==> src/rtl/path_decode_stream.sv <==
// Shortest-path reconstruction from a predecessor table.
// Walks end_node -> st_node through a 1-cycle-latency read port, buffers the
// visited nodes, then publishes the path start-first on a packed vector and on
// a valid/ready stream. Unreachable nodes, loops and over-long paths pulse err.
//
// Stream handshake: out_valid is high for the whole STREAM state; a beat
// transfers on a rising edge where out_valid && out_ready; out_node/out_last
// only change after a transfer, so they hold stable while out_ready is low.
module path_decode_stream #(
    parameter int                NODE_W  = 5,
    parameter int                MAX_LEN = 20,
    parameter logic [NODE_W-1:0] FILL    = {NODE_W{1'b1}}
) (
    input  logic                           clk,
    input  logic                           rst_n,
    input  logic                           start,
    input  logic [NODE_W-1:0]              st_node,
    input  logic [NODE_W-1:0]              end_node,
    output logic                           busy,
    output logic                           pred_rd,
    output logic [NODE_W-1:0]              pred_addr,
    input  logic [NODE_W-1:0]              pred_data,
    input  logic                           pred_has,
    output logic [MAX_LEN*NODE_W-1:0]      path_o,
    output logic [$clog2(MAX_LEN+1)-1:0]   path_len,
    output logic                           done,
    output logic                           err,
    output logic                           out_valid,
    input  logic                           out_ready,
    output logic [NODE_W-1:0]              out_node,
    output logic                           out_last,
    output logic [2:0]                     state_dbg
);

    localparam int LEN_W = $clog2(MAX_LEN + 1);
    localparam int IDX_W = $clog2(MAX_LEN);
    localparam int PW    = MAX_LEN * NODE_W;

    typedef enum logic [2:0] {
        S_IDLE   = 3'd0,
        S_WALK   = 3'd1,
        S_WAIT   = 3'd2,
        S_LOAD   = 3'd3,
        S_STREAM = 3'd4,
        S_FAIL   = 3'd5
    } state_t;

    state_t            state_q, state_d;
    logic [NODE_W-1:0] st_q;
    logic [NODE_W-1:0] cur_q, cur_d;
    logic [IDX_W-1:0]  idx_q, idx_d;
    logic [IDX_W-1:0]  rp_q, rp_d;
    logic [NODE_W-1:0] node_buf [MAX_LEN];
    logic              buf_we;
    logic              path_we;
    logic [PW-1:0]     path_d;
    logic [LEN_W-1:0]  len_d;
    logic [PW-1:0]     walk_path;
    logic [PW-1:0]     fill_vec;
    logic              at_src;
    logic              at_max;
    logic              loop_hit;

    assign fill_vec  = {MAX_LEN{FILL}};
    assign at_src    = (cur_q == st_q);
    assign at_max    = (idx_q == IDX_W'(MAX_LEN - 1));
    assign state_dbg = state_q;

    // Loop detection: does the returned predecessor already sit in buf[0..idx]?
    always_comb begin
        loop_hit = 1'b0;
        for (int i = 0; i < MAX_LEN; i++) begin
            if (i <= int'(idx_q) && node_buf[i] == pred_data) begin
                loop_hit = 1'b1;
            end
        end
    end

    // Start-first path assembled while the source node is still in cur_q, so
    // path_o/path_len are already valid during the LOAD (done) cycle.
    always_comb begin
        walk_path = fill_vec;
        for (int k = 0; k < MAX_LEN; k++) begin
            if (k == 0) begin
                walk_path[k*NODE_W +: NODE_W] = cur_q;
            end else if (k <= int'(idx_q)) begin
                walk_path[k*NODE_W +: NODE_W] = node_buf[IDX_W'(int'(idx_q) - k)];
            end
        end
    end

    // Next-state and output decode.
    always_comb begin
        state_d   = state_q;
        cur_d     = cur_q;
        idx_d     = idx_q;
        rp_d      = rp_q;
        buf_we    = 1'b0;
        path_we   = 1'b0;
        path_d    = walk_path;
        len_d     = LEN_W'(idx_q) + LEN_W'(1);
        busy      = (state_q != S_IDLE);
        pred_rd   = 1'b0;
        pred_addr = '0;
        done      = 1'b0;
        err       = 1'b0;
        out_valid = 1'b0;
        out_node  = '0;
        out_last  = 1'b0;
        case (state_q)
            S_IDLE: begin
                if (start) begin
                    cur_d   = end_node;
                    idx_d   = '0;
                    state_d = S_WALK;
                end
            end
            S_WALK: begin
                buf_we = 1'b1;
                if (at_src) begin
                    path_we = 1'b1;
                    rp_d    = idx_q;
                    state_d = S_LOAD;
                end else if (at_max) begin
                    path_we = 1'b1;
                    path_d  = fill_vec;
                    len_d   = '0;
                    state_d = S_FAIL;
                end else begin
                    pred_rd   = 1'b1;
                    pred_addr = cur_q;
                    state_d   = S_WAIT;
                end
            end
            S_WAIT: begin
                if (!pred_has || loop_hit) begin
                    path_we = 1'b1;
                    path_d  = fill_vec;
                    len_d   = '0;
                    state_d = S_FAIL;
                end else begin
                    cur_d   = pred_data;
                    idx_d   = idx_q + IDX_W'(1);
                    state_d = S_WALK;
                end
            end
            S_LOAD: begin
                done    = 1'b1;
                state_d = S_STREAM;
            end
            S_STREAM: begin
                out_valid = 1'b1;
                out_node  = node_buf[rp_q];
                out_last  = (rp_q == '0);
                if (out_ready) begin
                    if (rp_q == '0) begin
                        state_d = S_IDLE;
                    end else begin
                        rp_d = rp_q - IDX_W'(1);
                    end
                end
            end
            S_FAIL: begin
                err     = 1'b1;
                state_d = S_IDLE;
            end
            default: begin
                state_d = S_IDLE;
            end
        endcase
    end

    // State, walk registers and published result.
    always_ff @(posedge clk or negedge rst_n) begin
        if (!rst_n) begin
            state_q  <= S_IDLE;
            st_q     <= '0;
            cur_q    <= '0;
            idx_q    <= '0;
            rp_q     <= '0;
            path_o   <= {MAX_LEN{FILL}};
            path_len <= '0;
        end else begin
            state_q <= state_d;
            cur_q   <= cur_d;
            idx_q   <= idx_d;
            rp_q    <= rp_d;
            if (state_q == S_IDLE && start) begin
                st_q <= st_node;
            end
            if (path_we) begin
                path_o   <= path_d;
                path_len <= len_d;
            end
        end
    end

    // Node buffer; entries above idx are stale and never read.
    always_ff @(posedge clk) begin
        if (buf_we) begin
            node_buf[idx_q] <= cur_q;
        end
    end

endmodule
==> config.mk <==
export PLATFORM = sky130hd
export DESIGN_NAME = path_decode_stream
export DESIGN_NICKNAME = d
export VERILOG_FILES = /design/src/rtl/path_decode_stream.sv
export SDC_FILE = /design/constraint.sdc
export NUM_CORES = 1
export LEC_CHECK = 0
export BUFFER_PORTS_ARGS = -buffer_cell sky130_fd_sc_hd__buf_2
export CORE_ASPECT_RATIO = 0.6
export CORE_MARGIN = 3
export CORE_UTILIZATION = 50
export DETAILED_ROUTE_END_ITERATION = 16
export PLACE_DENSITY = 0.71
export REMOVE_ABC_BUFFERS = 1
export SLEW_MARGIN = 20
export SYNTH_ARGS = -nofsm -noshare
export SYNTH_HDL_FRONTEND = slang
export SYNTH_SLANG_ARGS = --single-unit
==> constraint.sdc <==
create_clock -name clk -period 7.1 [get_ports clk]
set_input_delay 1.065 -clock clk [delete_from_list [all_inputs] [get_ports clk]]
set_output_delay 1.065 -clock clk [all_outputs]
set_load 0.02 [all_outputs]
==> results of run 1 <==
==> metrics by stage <==
| stage | hold WS [ns] | total power [mW] |
|---|---|---|
| 2_1_floorplan | 0.500 | 6.67 |
| 3_3_place_gp | 0.506 | 8.21 |
| 3_5_place_dp | 0.508 | 8.27 |
| 4_1_cts | 0.499 | 9.98 |
| 5_1_grt | 0.543 | 10.6 |
| 6_report | 0.516 | 10.2 |
==> flip-flops by register name, indices dropped and copies added, names as in the netlist <==
register   flops
state_dbg      3
node_buf     160
path_o       100
path_len       5
cur_q          5
st_q           5
idx_q          5
rp_q           5
==> layer usage <==
metal  part of all wire  vias to the layer above  global-route usage
li1                   -                     7073                   -
met1               0.38                     9006               0.531
met2               0.39                     1552               0.483
met3               0.18                      225               0.179
met4              0.042                       12               0.123
met5             0.0049                        -              0.0400
==> power breakdown <==
| group | switching, mW | internal (mW) |
|---|---|---|
| Combinational | 3.34 | 2.51 |
| Sequential | 0.532 | 2.09 |
| Clock | 0.754 | 0.949 |
| Total | 4.63 | 5.54 |
==> critical path, stage by stage (launching register included) <==
cell	delay [ns]
dfrtp_2	1.06
buf_4	0.48
mux4_2	0.61
mux4_2	0.47
mux2i_1	0.40
nor2_1	0.09
buf_2	0.19
==> Yosys cell counts, drive strengths merged (3+ instances only) <==
| library cell | number |
|---|---|
| a211oi | 80 |
| inv | 16 |
| mux2i | 135 |
| buf | 91 |
| nand3 | 16 |
| a21o | 3 |
| a31oi | 11 |
| a221o | 9 |
| nand2 | 84 |
| xnor2 | 68 |
| mux2 | 61 |
| ha | 22 |
| nor2b | 43 |
| mux4 | 240 |
| nor2 | 205 |
| edfxtp | 160 |
| a21oi | 101 |
| nand4 | 16 |
| clkbuf | 61 |
| dfrtp | 28 |
| o31ai | 3 |
| xor2 | 60 |
| a311oi | 6 |
| nand2b | 8 |
| a22oi | 32 |
| nor3 | 22 |
| nor4 | 6 |
| and2 | 15 |
| a32oi | 20 |
| a32o | 5 |
| o21ai | 27 |
| dfstp | 100 |
==> final cells by class <==
class                   instances  area (sq um)
clock inverters                23           259
fillers                      3545         18600
well taps                     570           713
repair buffers                173           960
flip-flops and latches        288          8150
clock buffers                  33           782
diodes                          1          2.50
multi-input cells            1321         13000
inverters                      16          60.1
==> cells in the final DEF (no fill, tap or decap), types with 5 or more instances in the layout <==
cell,synthesis,final
ha_1,22,20
inv_1,14,14
xnor2_1,67,60
nor4_1,5,5
dfrtp_2,0,7
nand2_1,84,84
a211oi_1,80,80
edfxtp_1,160,160
a311oi_1,6,6
buf_2,42,142
nor3_1,21,21
o21ai_0,22,22
o21ai_1,5,5
nor2_1,203,203
nand4_1,14,14
nand2b_1,6,6
xor2_1,60,60
nor2b_1,43,43
clkbuf_16,0,30
and2_1,15,15
mux4_2,240,240
a32o_1,5,5
a22oi_1,32,32
a31oi_1,11,11
buf_4,19,29
nand3_1,16,16
dfrtp_1,28,19
a21oi_1,99,99
a32oi_1,20,20
mux2_2,61,61
dfstp_2,100,100
a221o_1,9,9
mux2i_1,135,135
xnor2_2,1,6
==> path summary, 6_finish.rpt <==
path	startpoint	endpoint	cells after the start
worst max-delay path	rp_q[0]	out_node[0]	6
worst min-delay path	rst_n	idx_q[2]	1
worst max register to register	idx_q[3]	path_o[76]	11
worst min register to register	path_o[34]	path_o[34]	2
max in group asynchronous	rst_n	path_len[3]	2
min in group clk	path_o[34]	path_o[34]	2
==> kinds of logic (layout without fill, tap and decap cells) <==
group	Yosys count	count (layout)
xor gates and xnor gates	128	128
muxes	436	436
DFF	288	288
buffers and inverters	168	245
adders and majority gates	22	22
other	0	1
and+or+nand+nor	428	428
AOI/OAI and AO/OA	307	307
==> flow_summary.yaml, run 1 <==
run_status:
  status: "finished, final reports clean"
cells_and_area:
  finalNetCount: 1872
  fin_util: 0.562
  final_cells: 2425
  final_layout_size_suffix_gt1_frac: 0.358
  synthToLayoutAreaGrowth_pct: 9.06
  stdcell_area_sq_um: 24000
floorplan:
  coreArea_sq_um: 42600
  die_area_sq_um: 46600
  fp.dieW_um: 277
  fp-row-count: 58
  io_pins: 144
  fp.dieH_um: 168
  start_util: 0.516
logic_synthesis:
  synthMuxAreaShare: 0.339
  synth_xor_xnor_area_share: 0.0514
  yosysUniqueCellTypes: 65
  syn-mean-instance-area_sq_um: 12.4
  synth_compound_area_frac: 0.0951
  async_reset_ff_frac: 0.444
  synth_seq_cells: 288
  synth_ff_type: "edfxtp_1"
  synth_area_leaders: "mux4_2 25%, edfxtp_1 22%, dfstp_2 12%"
  synth_area_sq_um: 22000
  synth_edf_count: 160
  synth_top_family_by_area: "multiplexers"
  synthAdderAreaFrac: 0.0125
  yosys.area.top_type: "mux4_2"
  synth_top_area_frac: 0.246
  yosysWarnings: 0
  ys_seq_area_frac: 0.370
  synth-simple-area-share: 0.0903
  netlist_instances: 1777
clock_tree:
  cts.path.max_buffers: 3
  cts_root_buf: "clkbuf_16"
  cts_hold_buf: 0
  cts_inserted_buffers: 30
  clk_latency_ns: 0.62
  cts_setup_buffers: 0
  clk_pin_slew_ns: 0.07
  cts_tree: "done"
  cts.sinks: 288
  h-tree-depth: 1
  cts_resized: 0
worst_hold_path:
  hp-class: "in2async"
placed_design:
  gp_congestion: 1.01
  dp_cells: 2368
  pre_cts_slack_ns: 2.60
  dp_hpwl_um: 64100
  placed_area_sq_um: 22900
  port-buffer-count: 143
timing:
  fin_skew_ns: 0.0336
  setup_viol: 0
  timing.final.ws_setup_ns: 2.10
  report.final.slew_viol_count: 0
  setup_tns_ns: 0
  relSlewSlack: 0.200
  fmax_mhz: 200
  fin_crit_ns: 5.00
  rsz0062_at_grt: "false"
  fin_crit_sh: 0.704
  worst_pin_slew_ns: 1.20
  finalHoldViolations: 0
grt:
  grt-ovfl-total: 0
  grt_max_degree: 124
  grt_antenna_before_repair: 6
  grt_util_all_layers: 0.370
  grt_pass1_vias: 16600
  grt_pass1_wl_um: 124000
worst_setup_path:
  end_kind: "primary output"
  setup.worst_path.class: "reg2out"
  crit_path_start_kind: "register"
  rrSetupSlack_ns: 2.46
  cp_max_fo: 29
  arrival_ns: 3.93
  cp.required_ns: 6.03
route:
  ant_nets: 0
  routed_wl_um: 86900
  wl_per_cell_um: 35.8
  viasPerCell: 7.37
  drtPass1Iterations: 8
  drc: 0
  first_iter_violations: 3104
  via_count: 17900
power:
  powerDensity_nw_per_um2: 425
  cellLeakagePower_nw: 8.04
  peakVddDrop_v: 0.000365
flow_run:
  maxCapViolCount: 0
(Power assumes the default switching activity.)
==> run 2, diff against run 1 <==
==> constraint.sdc (replaced) <==
create_clock -name clk -period 5.22 [get_ports clk]
set_input_delay 0.783 -clock clk [delete_from_list [all_inputs] [get_ports clk]]
set_output_delay 0.783 -clock clk [all_outputs]
set_load 0.02 [all_outputs]
==> flow_summary.yaml, run 2 (synthesized netlist as in run 1, its figures left out) <==
grt:
  grt_pass1_wl_um: 122000
  grt_pass1_vias: 16800
  grt_antenna_before_repair: 1
  grt_max_degree: 97
  grt-ovfl-total: 0
  grt_util_all_layers: 0.359
timing:
  setup_viol: 0
  fin_skew_ns: 0.0144
  holdWs_ns: 0.423
  fmax_mhz: 227
  worst_pin_slew_ns: 1.08
  finalHoldViolations: 0
  report.final.slew_viol_count: 0
  fin_crit_ns: 4.41
  fin_crit_sh: 0.844
  rsz0062_at_grt: "false"
  relSlewSlack: 0.276
  timing.final.ws_setup_ns: 0.812
worst_setup_path:
  path_buf_inv: 2
  path_delay_family: "buffers and inverters"
  end_kind: "primary output"
  crit_slowest_cell: "inv_2"
  slowest_delay_ns: 0.77
  cp_cell_sequence: "inv_2 -> ha_1 -> and2_1 -> nand2_1 -> nand2_1 -> nor2_1 -> and2_1 -> buf_2"
  cp_max_fo: 31
  cp.required_ns: 4.44
  crit_path_start_kind: "register"
  setup.worst_path.class: "reg2out"
  arrival_ns: 3.63
worst_hold_path:
  hp-class: "in2async"
route:
  wl_met3_um: 16100
  ant_nets: 0
  viasPerCell: 7.30
  via_count: 17800
  first_iter_violations: 3352
  routed-wl-met2_um: 32500
  routed_wl_um: 84800
  drc: 0
  drtPass1Iterations: 6
  topRoutingLayerUsed: "met5"
  wl_per_cell_um: 34.7
  route.layer.met1.wl_um: 32800
run_status:
  status: "finished, final reports clean"
cells_and_area:
  synthToLayoutAreaGrowth_pct: 9.44
  largestRegisters: "node_buf: 160 flops, path_o: 100 flops"
  final_layout_size_suffix_gt1_frac: 0.359
  layout_commonest_cell: "mux4_2"
  final_cell_mix: "240 x mux4_2, 203 x nor2_1, 160 x edfxtp_1"
  fill_cells: 3503
  final_cells: 2442
  fin_util: 0.564
  top_register: "node_buf"
  stdcell_area_sq_um: 24000
  finalNetCount: 1891
  largest_reg_flops: 160
clock_tree:
  cts.sinks: 288
  clk_latency_ns: 0.59
  cts.path.max_buffers: 3
  cts_tree: "done"
  cts_resized: 0
  cts_setup_buffers: 0
  clk_pin_slew_ns: 0.07
  cts_root_buf: "clkbuf_16"
  cts_hold_buf: 0
  h-tree-depth: 1
  cts_inserted_buffers: 29
placed_design:
  placed_area_sq_um: 23000
  dp_hpwl_um: 63500
  gp_congestion: 1.10
  port-buffer-count: 143
  dp_cells: 2387
  pre_cts_slack_ns: 1.11
floorplan:
  start_util: 0.516
  die_area_sq_um: 46600
  io_pins: 144
  coreArea_sq_um: 42600
  fp.dieW_um: 277
  fp.dieH_um: 168
  fp-row-count: 58
flow_run:
  maxCapViolCount: 0
power:
  peakVddDrop_v: 0.000413
  powerDensity_nw_per_um2: 581
  cellLeakagePower_nw: 8.11
run 2: changes by cell type in the layout (fill, tap and decap cells not counted), moves of 4 or more:
| cell | delta |
|---|---|
| buf_4 | +17 |
| dfrtp_1 | +4 |
| dfrtp_2 | -4 |
| clkbuf_1 | +5 |
run 2: path summary, 6_finish.rpt:
path | depth (start not counted) | from | slack [ns] | end
worst max-delay path | 8 | idx_q[2] | 0.81 | pred_addr[4]
worst min-delay path | 1 | rst_n | 0.42 | state_dbg[2]
worst max register to register | 10 | idx_q[2] | 0.91 | path_o[82]
worst min register to register | 2 | path_o[98] | 0.52 | path_o[98]
max in group asynchronous | 2 | rst_n | 3.77 | path_o[97]
min in group clk | 2 | st_node[3] | 0.43 | st_q[3]
run 2: power by group:
| group | leakage, nW | total (mW) | internal (mW) | switching (mW) |
|---|---|---|---|---|
| sequential | 2.85 | 3.12 | 2.84 | 0.286 |
| combinational | 4.81 | 8.68 | 3.48 | 5.20 |
| clock | 0.461 | 2.16 | 1.20 | 0.965 |
run 2: metal layers:
metal,vias to the layer above,GRT usage
li1,7117,-
met1,8933,0.519
met5,-,0.00923
met3,191,0.183
met4,2,0.117
met2,1590,0.462
run 2: layout make-up:
type | instances | area, sq um | share of cell area
Timing Repair Buffer | 193 | 1150 | 0.0480
Clock buffer | 36 | 762 | 0.0317
Inverter | 16 | 60.1 | 0.00250
Tap cell | 570 | 713 | 0.0297
Antenna cell | 1 | 2.50 | 0.000104
Multi-Input combinational cell | 1321 | 13000 | 0.541
Clock inverter | 17 | 190 | 0.00791
Sequential cell | 288 | 8140 | 0.339
run 2: through the flow:
stage / setup TNS, ns / power, mW
global placement: 0 / 11.3
CTS: 0 / 13.6
finish: 0 / 14.0
global route: 0 / 14.4
detailed placement: 0 / 11.4
floorplan: -909.39 / 9.07
